==> src/rtl/bram_burst_reader_pkg.sv <==
// rtl/bram_burst_reader_pkg.sv - shared state encoding and buffer depth for the burst reader
package bram_burst_reader_pkg;

    typedef enum logic [1:0] {
        IDLE  = 2'd0,
        READ  = 2'd1,
        DRAIN = 2'd2
    } state_e;

    // Two entries cover the one-cycle RAM read latency at full throughput.
    localparam int FIFO_DEPTH = 2;

endpackage

==> src/rtl/bram_rd_fifo.sv <==
// rtl/bram_rd_fifo.sv - small synchronous first-word-fall-through FIFO for read data and last flag
module bram_rd_fifo
    import bram_burst_reader_pkg::*;
#(
    parameter int  WIDTH = 33,
    parameter int  DEPTH = FIFO_DEPTH,
    localparam int PW    = (DEPTH > 1) ? $clog2(DEPTH) : 1,
    localparam int CW    = $clog2(DEPTH + 1)
) (
    input  logic             clk,
    input  logic             rst,
    input  logic             push_i,
    input  logic [WIDTH-1:0] push_data_i,
    input  logic             pop_i,
    output logic [WIDTH-1:0] head_o,
    output logic [CW-1:0]    count_o,
    output logic             full_o,
    output logic             empty_o
);

    logic [WIDTH-1:0] mem_q [DEPTH];
    logic [PW-1:0]    wr_ptr_q, wr_ptr_d;
    logic [PW-1:0]    rd_ptr_q, rd_ptr_d;
    logic [CW-1:0]    count_q, count_d;
    logic             do_push;
    logic             do_pop;

    function automatic logic [PW-1:0] ptr_next(input logic [PW-1:0] ptr);
        return (ptr == PW'(DEPTH - 1)) ? '0 : ptr + PW'(1);
    endfunction

    assign full_o  = (count_q == CW'(DEPTH));
    assign empty_o = (count_q == '0);
    assign count_o = count_q;
    assign head_o  = mem_q[rd_ptr_q];

    // A pop of an empty FIFO is dropped; a push into a full FIFO only lands when a pop frees the slot.
    always_comb begin
        do_pop   = pop_i && !empty_o;
        do_push  = push_i && (!full_o || do_pop);
        wr_ptr_d = do_push ? ptr_next(wr_ptr_q) : wr_ptr_q;
        rd_ptr_d = do_pop ? ptr_next(rd_ptr_q) : rd_ptr_q;
        count_d  = count_q + CW'(do_push) - CW'(do_pop);
    end

    // Pointer and occupancy registers.
    always_ff @(posedge clk) begin
        if (rst) begin
            wr_ptr_q <= '0;
            rd_ptr_q <= '0;
            count_q  <= '0;
        end else begin
            wr_ptr_q <= wr_ptr_d;
            rd_ptr_q <= rd_ptr_d;
            count_q  <= count_d;
        end
    end

    // Storage array; contents are only observed through count, so it needs no reset.
    always_ff @(posedge clk) begin
        if (do_push) begin
            mem_q[wr_ptr_q] <= push_data_i;
        end
    end

endmodule

==> src/rtl/bram_burst_reader.sv <==
// rtl/bram_burst_reader.sv - credit-limited burst reader from single-port RAM to a valid/ready stream
module bram_burst_reader
    import bram_burst_reader_pkg::*;
#(
    parameter int DATA_WIDTH = 32,
    parameter int ADD_WIDTH  = 10,
    parameter int LEN_WIDTH  = ADD_WIDTH + 1
) (
    input  logic                  clk,
    input  logic                  rst,
    input  logic                  start,
    input  logic [ADD_WIDTH-1:0]  base_add,
    input  logic [LEN_WIDTH-1:0]  length,
    output logic                  busy,
    output logic                  done,
    output logic                  ram_cs,
    output logic                  ram_we,
    output logic                  ram_oe,
    output logic [ADD_WIDTH-1:0]  ram_add,
    input  logic [DATA_WIDTH-1:0] ram_rdata,
    output logic [DATA_WIDTH-1:0] out_data,
    output logic                  out_valid,
    input  logic                  out_ready,
    output logic                  out_last
);

    localparam int CW = $clog2(FIFO_DEPTH + 1);
    localparam int UW = CW + 1;

    state_e               state_q, state_d;
    logic [ADD_WIDTH-1:0] addr_q, addr_d;
    logic [LEN_WIDTH-1:0] rem_q, rem_d;
    logic                 inflight_q, inflight_d;
    logic                 inflight_last_q, inflight_last_d;
    logic                 zero_done_q, zero_done_d;

    logic                  issue;
    logic                  burst_done;
    logic                  pop;
    logic                  fifo_push;
    logic [UW-1:0]         credit_use;
    logic [DATA_WIDTH:0]   fifo_head;
    logic [CW-1:0]         fifo_count;
    logic                  fifo_full;
    logic                  fifo_empty;

    assign out_valid  = !fifo_empty;
    assign pop        = out_valid && out_ready;
    assign out_data   = fifo_empty ? '0 : fifo_head[DATA_WIDTH-1:0];
    assign out_last   = !fifo_empty && fifo_head[DATA_WIDTH];
    assign fifo_push  = inflight_q && (!fifo_full || pop);
    // Slots already claimed (stored plus arriving) after this cycle's pop.
    assign credit_use = UW'(fifo_count) + UW'(inflight_q) - UW'(pop);

    assign ram_cs  = issue;
    assign ram_oe  = issue;
    assign ram_we  = 1'b0;
    assign ram_add = addr_q;
    // A zero-length request counts as busy for its single done cycle.
    assign busy    = (state_q != IDLE) || zero_done_q;
    assign done    = burst_done || zero_done_q;

    // Next-state logic: request acceptance, credit-gated issue, and drain completion.
    always_comb begin
        state_d         = state_q;
        addr_d          = addr_q;
        rem_d           = rem_q;
        inflight_d      = 1'b0;
        inflight_last_d = inflight_last_q;
        zero_done_d     = 1'b0;
        issue           = 1'b0;
        burst_done      = 1'b0;
        case (state_q)
            IDLE: begin
                // The pending zero-length done cycle blocks a new request like a burst's done cycle.
                if (start && !zero_done_q) begin
                    if (length != '0) begin
                        addr_d  = base_add;
                        rem_d   = length;
                        state_d = READ;
                    end else begin
                        zero_done_d = 1'b1;
                    end
                end
            end
            READ: begin
                if (credit_use < UW'(FIFO_DEPTH)) begin
                    issue           = 1'b1;
                    addr_d          = addr_q + ADD_WIDTH'(1);
                    rem_d           = rem_q - LEN_WIDTH'(1);
                    inflight_d      = 1'b1;
                    inflight_last_d = (rem_q == LEN_WIDTH'(1));
                    if (rem_q == LEN_WIDTH'(1)) begin
                        state_d = DRAIN;
                    end
                end
            end
            DRAIN: begin
                if (!inflight_q && fifo_empty) begin
                    burst_done = 1'b1;
                    state_d    = IDLE;
                end
            end
            default: begin
                state_d = IDLE;
            end
        endcase
    end

    // State, address, remaining count and in-flight tracking registers.
    always_ff @(posedge clk) begin
        if (rst) begin
            state_q         <= IDLE;
            addr_q          <= '0;
            rem_q           <= '0;
            inflight_q      <= 1'b0;
            inflight_last_q <= 1'b0;
            zero_done_q     <= 1'b0;
        end else begin
            state_q         <= state_d;
            addr_q          <= addr_d;
            rem_q           <= rem_d;
            inflight_q      <= inflight_d;
            inflight_last_q <= inflight_last_d;
            zero_done_q     <= zero_done_d;
        end
    end

    bram_rd_fifo #(
        .WIDTH (DATA_WIDTH + 1),
        .DEPTH (FIFO_DEPTH)
    ) u_fifo (
        .clk         (clk),
        .rst         (rst),
        .push_i      (fifo_push),
        .push_data_i ({inflight_last_q, ram_rdata}),
        .pop_i       (pop),
        .head_o      (fifo_head),
        .count_o     (fifo_count),
        .full_o      (fifo_full),
        .empty_o     (fifo_empty)
    );

endmodule

==> config.mk <==
export PLATFORM = sky130hd
export DESIGN_NAME = bram_burst_reader
export DESIGN_NICKNAME = d
export VERILOG_FILES = /design/src/rtl/bram_burst_reader_pkg.sv /design/src/rtl/bram_rd_fifo.sv /design/src/rtl/bram_burst_reader.sv
export SDC_FILE = /design/constraint.sdc
export NUM_CORES = 1
export LEC_CHECK = 0
export ABC_AREA = 1
export CORE_UTILIZATION = 45
export CTS_CLUSTER_DIAMETER = 30
export CTS_CLUSTER_SIZE = 14
export DETAILED_ROUTE_END_ITERATION = 12
export GPL_ROUTABILITY_DRIVEN = 0
export PLACE_DENSITY_LB_ADDON = 0.12
export SLEW_MARGIN = 10
export SYNTH_ARGS = -nofsm -noshare
export SYNTH_HDL_FRONTEND = slang
export SYNTH_SLANG_ARGS = --single-unit
==> constraint.sdc <==
create_clock -name clk -period 2.8 [get_ports clk]
set_clock_uncertainty 0.05 [all_clocks]
set_input_delay 0.7 -clock clk [delete_from_list [all_inputs] [get_ports clk]]
set_output_delay 0.7 -clock clk [all_outputs]
set_load 0.02 [all_outputs]
==> impl_metrics.env, run 1 <==
export IMPL_outcome="finished, violations left"
export IMPL_violations="negative setup slack"
export IMPL_timing_hold_ws_ns=0.4243
export IMPL_vias=3686
export IMPL_rsz0062_at_grt="true"
export IMPL_grt_ovfl_total=0
export IMPL_tritoncts="done"
export IMPL_num_nets_final=680
export IMPL_synthCells=506
export IMPL_clock_sinks=97
export IMPL_ctsHoldBuffers=0
export IMPL_die_area_sq_mm=0.01036
export IMPL_switching_share=0.3661
export IMPL_fin_crit_ns=2.903
export IMPL_yosys_warnings=0
export IMPL_worstSetupStartpointType="input pin"
export IMPL_via_per_inst=4.889
export IMPL_setup_ws_ns=-0.1034
export IMPL_syn2layout_area_growth_pct=33.88
export IMPL_syn_cell_area_sq_mm=0.004479
export IMPL_clkTransAtPathRegs_ns=0.09
export IMPL_pwr_share_clk=0.195
export IMPL_antenna_found_initial=0
export IMPL_p_sw_mw=1.826
export IMPL_grt_pass1_vias=3472
export IMPL_avgRoutedWirePerCell_microns=12.90
export IMPL_synth_distinct_cells=34
export IMPL_crit_arrival_ns=2.15
export IMPL_slew_viol_final=0
export IMPL_layout_drive_gt1_share=0.09823
export IMPL_leakage_nw=2.341
export IMPL_hold_viol_final=0
export IMPL_route_detailed_drc=0
export IMPL_cts_buffer_depth=2
export IMPL_clk_latency_ns=0.36
export IMPL_drtPass1Iterations=5
export IMPL_synth_top_family_by_area="simple AND/OR/NAND/NOR gates"
export IMPL_cts_made_buffers=9
export IMPL_internal_power_mw=3.161
export IMPL_synth_simple_area_share=0.2237
export IMPL_ys_seq_area_frac=0.5810
export IMPL_min_delay_start="zero_done_q"
export IMPL_final_antenna_net_count=0
export IMPL_max_freq_mhz=344.4
export IMPL_hold_path_class="flop to flop"
export IMPL_finalCritPeriodShare=1.037
export IMPL_finalWirelength_mm=9.724
export IMPL_synth_compound_area_frac=0.1011
export IMPL_crit_type="input pin to output pin"
export IMPL_r2r_start="u_fifo.count_o[0]"
export IMPL_grt_pass1_wl_mm=15.41
export IMPL_rows=36
export IMPL_die_width_microns=101.8
export IMPL_mostFrequentLayoutCell="nand2_1"
export IMPL_grt_max_degree=37
export IMPL_syn_nets=570
export IMPL_cellPowerDensity_mw_per_mm2=831.5
export IMPL_ys_ff_latch=97
export IMPL_seqPwrFrac=0.367
export IMPL_diodes=0
export IMPL_track_usage=0.1955
export IMPL_portBuffers=104
export IMPL_synth_xor_area_share=0.003911
export IMPL_maxCapViolCount=0
export IMPL_dp_hpwl_mm=6.579
export IMPL_fillCellCount=851
export IMPL_postSynthAreaPerCell_sq_um=8.852
export IMPL_dieHeight_microns=101.8
export IMPL_fp_coreArea_sq_mm=0.009729
export IMPL_power_mw=4.986
export IMPL_pin_count=106
export IMPL_yosys_area_share_adder=0.02123
export IMPL_dpl_worst_slack_ns=-1.028
export IMPL_htree_levels=3
export IMPL_ir_drop_uv=321.9
export IMPL_muxShareOfSynthArea=0.002235
export IMPL_critPathLaunch="out_ready"
export IMPL_setup_viol=3
export IMPL_initial_utilization=0.4604
export IMPL_critical_path_required_ns=2.05
export IMPL_root_buffer="clkbuf_8"
export IMPL_crit_fanout=3
export IMPL_final_cell_mix="147 x nand2_1, 101 x clkdlybuf4s50_1, 66 x edfxtp_1"
export IMPL_pwr_share_comb=0.438
export IMPL_cp_end_kind="output pin"
export IMPL_dr_first_iter_drc_count=160
-- metrics by stage --
step / instance area, sq um / instances / TNS [ns] / utilization
4_1_cts: 5997 / 754 / -0.2904 / 0.6164
2_1_floorplan: 4516 / 506 / -0.07238 / -
3_5_place_dp: 5753 / 736 / -12.97 / 0.5913
3_3_place_gp: 5753 / 736 / -13.02 / 0.5913
6_report: 5997 / 754 / -0.2284 / 0.6164
5_1_grt: 5997 / 754 / -0.5920 / 0.6164
-- path summary, 6_finish.rpt --
kind	to	slack, ns	depth (start not counted)
worst min register to register	zero_done_q	0.42	1
worst max register to register	ram_add[3]	0.23	12
worst max-delay path	ram_cs	-0.10	10
worst min-delay path	zero_done_q	0.42	1
-- final cells by class --
type | instances | area [sq um] | area share
Timing Repair Buffer | 122 | 1221 | 0.2036
Clock buffer | 9 | 123.9 | 0.02066
Multi-Input combinational cell | 340 | 1610 | 0.2685
Sequential cell | 97 | 2604 | 0.4342
Clock inverter | 7 | 93.84 | 0.01565
Tap cell | 133 | 166.4 | 0.02775
Inverter | 46 | 177.7 | 0.02963
-- logic make-up (layout without fill, tap and decap cells) --
logic type | Yosys count | count (layout)
AND/OR/NAND/NOR | 241 | 241
buffers and inverters | 69 | 184
other | 1 | 1
flip-flops | 97 | 97
AO/OA/AOI/OAI | 88 | 88
XOR/XNOR | 2 | 2
adder cells (fa/ha/maj) | 7 | 7
multiplexers | 1 | 1
-- Yosys cell counts --
cell type	count	area share
mux2i_1	1	0.0022
and2_1	1	0.0014
buf_4	5	0.0084
nand2_2	3	0.0042
buf_6	2	0.0050
inv_1	43	0.036
nand3_4	1	0.0039
buf_2	2	0.0022
nand3_2	1	0.0022
inv_2	3	0.0025
o21ai_0	23	0.026
o31ai_1	1	0.0017
nand4_1	4	0.0056
buf_1	4	0.0034
nor3_1	3	0.0034
nor4_1	1	0.0014
o22ai_1	1	0.0014
a21oi_1	58	0.065
ha_1	6	0.017
conb_1	1	0.00084
o21ai_1	2	0.0022
edfxtp_1	66	0.44
fa_1	1	0.0045
nand3_1	23	0.026
nand2_1	147	0.12
or2_2	2	0.0028
clkbuf_1	10	0.0084
o21bai_2	1	0.0025
nor2_4	1	0.0025
nor2_1	50	0.042
dfxtp_1	31	0.14
xor2_1	2	0.0039
nor2_2	4	0.0056
a31oi_1	2	0.0028
-- power by group through the flow --
| stage | registers, mW | clock network (mW) | logic (mW) |
|---|---|---|---|
| 2_1_floorplan | 1.87 | 0 | 1.28 |
| 3_3_place_gp | 1.85 | 0 | 2.15 |
| 3_5_place_dp | 1.86 | 0 | 2.17 |
| 4_1_cts | 1.83 | 1.00 | 2.21 |
| 5_1_grt | 1.85 | 1.05 | 2.41 |
| 6_report | 1.83 | 0.973 | 2.19 |
-- flip-flops by register name (all words and copies together) (netlist names), named ones only --
name,flops
u_fifo.wr_ptr_q,1
u_fifo.count_o,2
inflight_q,1
inflight_last_q,1
zero_done_q,1
rem_q,11
ram_add,10
u_fifo.mem_q,66
u_fifo.rd_ptr_q,1
state_q,2
-- what timing repair did --
item	CTS	global route
gates resized for setup	20	0
setup endpoints to repair	23	3
setup buffers	2	0
pin swaps	4	0
-- critical path, cell delays in order --
cell and delay [ns]:
buf_6 0.10, inv_4 0.04, nor2_2 0.03, ha_1 0.27, nor2_2 0.11, fa_1 0.44
a21oi_2 0.13, nand3_2 0.11, inv_4 0.09, buf_6 0.11
-- metal layers --
layer,vias up,GRT usage,wire (microns)
met5,-,0,0
met2,115,0.3550,4735
met3,14,0.03865,515
li1,1883,-,-
met1,1674,0.2197,4270
met4,0,0.09142,203
(Power assumes the default switching activity.)
==> inputs of run 2 (changes only) <==
MAX_ROUTING_LAYER = met4   (was not set)
==> run 2 against run 1 <==
  * Via count decreased by 0.11%
  * Largest power group unchanged
  * Sequential power about the same
  * The run still ends with negative setup slack left
  * Cell count unchanged
  * Critical path depth unchanged
  * Critical endpoint unchanged
  * Global-route usage increased by 0.62 points
  * Maximum frequency about the same
  * Cell area unchanged
  * Register-to-register slack about the same
  * Core utilization unchanged
  * Hold slack unchanged
  * Total power about the same
==> impl_metrics.env, run 2 (synthesis results as in run 1) <==
export IMPL_reg2reg_depth=12
export IMPL_initial_utilization=0.4604
export IMPL_clock_sinks=97
export IMPL_diodes=0
export IMPL_pin_count=106
export IMPL_drtPass1Iterations=5
export IMPL_holdPathStages=1
export IMPL_vias=3682
export IMPL_grt_pass1_wl_mm=15.41
export IMPL_track_usage=0.2017
export IMPL_fillCellCount=851
export IMPL_path_cells="buf_6 -> inv_4 -> nor2_2 -> ha_1 -> nor2_2 -> fa_1 -> a21oi_2 -> nand3_2 -> inv_4 -> buf_6"
export IMPL_antenna_found_initial=0
export IMPL_fp_coreArea_sq_mm=0.009729
export IMPL_violations="negative setup slack"
export IMPL_cts_buffer_depth=2
export IMPL_crit_arrival_ns=2.15
export IMPL_tritoncts="done"
export IMPL_cellPowerDensity_mw_per_mm2=831.3
export IMPL_setup_ws_ns=-0.1027
export IMPL_outcome="finished, violations left"
export IMPL_slew_viol_final=0
export IMPL_avgRoutedWirePerCell_microns=12.90
export IMPL_finalCritPeriodShare=1.037
export IMPL_regMostFlops="u_fifo.mem_q"
export IMPL_crit_type="input pin to output pin"
export IMPL_route_detailed_drc=0
export IMPL_leakage_nw=2.341
export IMPL_portBuffers=104
export IMPL_pwr_share_comb=0.438
export IMPL_maxCapViolCount=0
export IMPL_mostFrequentLayoutCell="nand2_1"
export IMPL_dpl_worst_slack_ns=-1.028
export IMPL_switching_share=0.3660
export IMPL_dieHeight_microns=101.8
export IMPL_grt_max_degree=37
export IMPL_final_antenna_net_count=0
export IMPL_htree_levels=3
export IMPL_die_area_sq_mm=0.01036
export IMPL_cts_made_buffers=9
export IMPL_root_buffer="clkbuf_8"
export IMPL_finalWirelength_mm=9.730
export IMPL_grt_ovfl_total=0
export IMPL_rows=36
export IMPL_hold_viol_final=0
export IMPL_die_width_microns=101.8
export IMPL_fin_cells=754
export IMPL_p_sw_mw=1.825
export IMPL_dpl_cell_area_sq_mm=0.005753
export IMPL_clk_latency_ns=0.36
export IMPL_grt_pass1_vias=3472
export IMPL_cp_end_kind="output pin"
export IMPL_power_mw=4.985
export IMPL_seqPwrFrac=0.367
export IMPL_dp_hpwl_mm=6.579
export IMPL_layout_drive_gt1_share=0.09823
export IMPL_syn2layout_area_growth_pct=33.88
export IMPL_crit_fanout=3
export IMPL_largest_reg_flops=66
export IMPL_crit_path_top_delay_cell="fa_1"
export IMPL_ir_drop_uv=322.2
export IMPL_max_freq_mhz=344.5
export IMPL_internal_power_mw=3.161
export IMPL_via_per_inst=4.883
export IMPL_setup_viol=3
export IMPL_clkTransAtPathRegs_ns=0.09
export IMPL_cpPeakStageDelay_ns=0.44
export IMPL_final_cell_mix="147 x nand2_1, 101 x clkdlybuf4s50_1, 66 x edfxtp_1"
export IMPL_fin_crit_ns=2.903
export IMPL_worstSetupStartpointType="input pin"
export IMPL_hold_path_class="flop to flop"
export IMPL_pwr_share_clk=0.195
export IMPL_fin_area_sq_mm=0.005997
export IMPL_critical_path_required_ns=2.05
export IMPL_num_nets_final=680
export IMPL_dr_first_iter_drc_count=167
export IMPL_place_inst=736
export IMPL_rsz0062_at_grt="true"
[run 2: power groups by stage]
stage | logic (mW) | registers, mW | clock network (mW)
floorplan | 1.28 | 1.87 | 0
global placement | 2.15 | 1.85 | 0
detailed placement | 2.17 | 1.86 | 0
CTS | 2.21 | 1.83 | 1.00
global route | 2.41 | 1.85 | 1.05
finish | 2.19 | 1.83 | 0.972
[run 2: area by class of cell]
type | instances | area, sq um | share of cell area
multi-input combinational | 340 | 1610 | 0.2685
clock buffer | 9 | 123.9 | 0.02066
tap | 133 | 166.4 | 0.02775
sequential | 97 | 2604 | 0.4342
timing repair buffer | 122 | 1221 | 0.2036
inverter | 46 | 177.7 | 0.02963
clock inverter | 7 | 93.84 | 0.01565
[run 2: timing repair]
action	in CTS	in global routing
setup buffers	2	0
setup endpoints to repair	23	3
endpoints found under the hold margin	0	0
hold buffers	0	0
resized for setup	20	0
pin swaps	4	0
[run 2: metrics by stage]
step / TNS [ns] / utilization / hold slack, ns
2_1_floorplan: -0.07238 / - / 0.3725
3_3_place_gp: -13.02 / 0.5913 / 0.3899
3_5_place_dp: -12.97 / 0.5913 / 0.4058
4_1_cts: -0.2904 / 0.6164 / 0.4186
5_1_grt: -0.5920 / 0.6164 / 0.4387
6_report: -0.2277 / 0.6164 / 0.4243
[run 2: routing by layer]
metal | wire length (microns) | GRT usage | up-vias
met4 | 218 | 0.09142 | 0
met5 | 0 | - | -
li1 | - | - | 1883
met2 | 4786 | 0.3550 | 110
met3 | 495 | 0.03865 | 16
met1 | 4230 | 0.2197 | 1673
[run 2: worst paths after layout]
kind                     startpoint          end  slack, ns
setup / recovery          out_ready       ram_cs      -0.10
hold / removal          zero_done_q  zero_done_q       0.42
setup reg to reg  u_fifo.count_o[0]   ram_add[3]       0.23
hold reg to reg         zero_done_q  zero_done_q       0.42
[run 2: worst max-delay path, delay by kind of cell]
kind / cells / cell delay, ns
adder cells (fa/ha/maj): 2 / 0.71
AND/OR/NAND/NOR: 3 / 0.25
buffers and inverters: 4 / 0.34
AO/OA/AOI/OAI: 1 / 0.13
==> inputs of run 3 (changes only) <==
SLEW_MARGIN = not set   (was 10)
==> results of run 3 <==
Same layout as run 2: the final DEF is identical, and so are final timing and power.
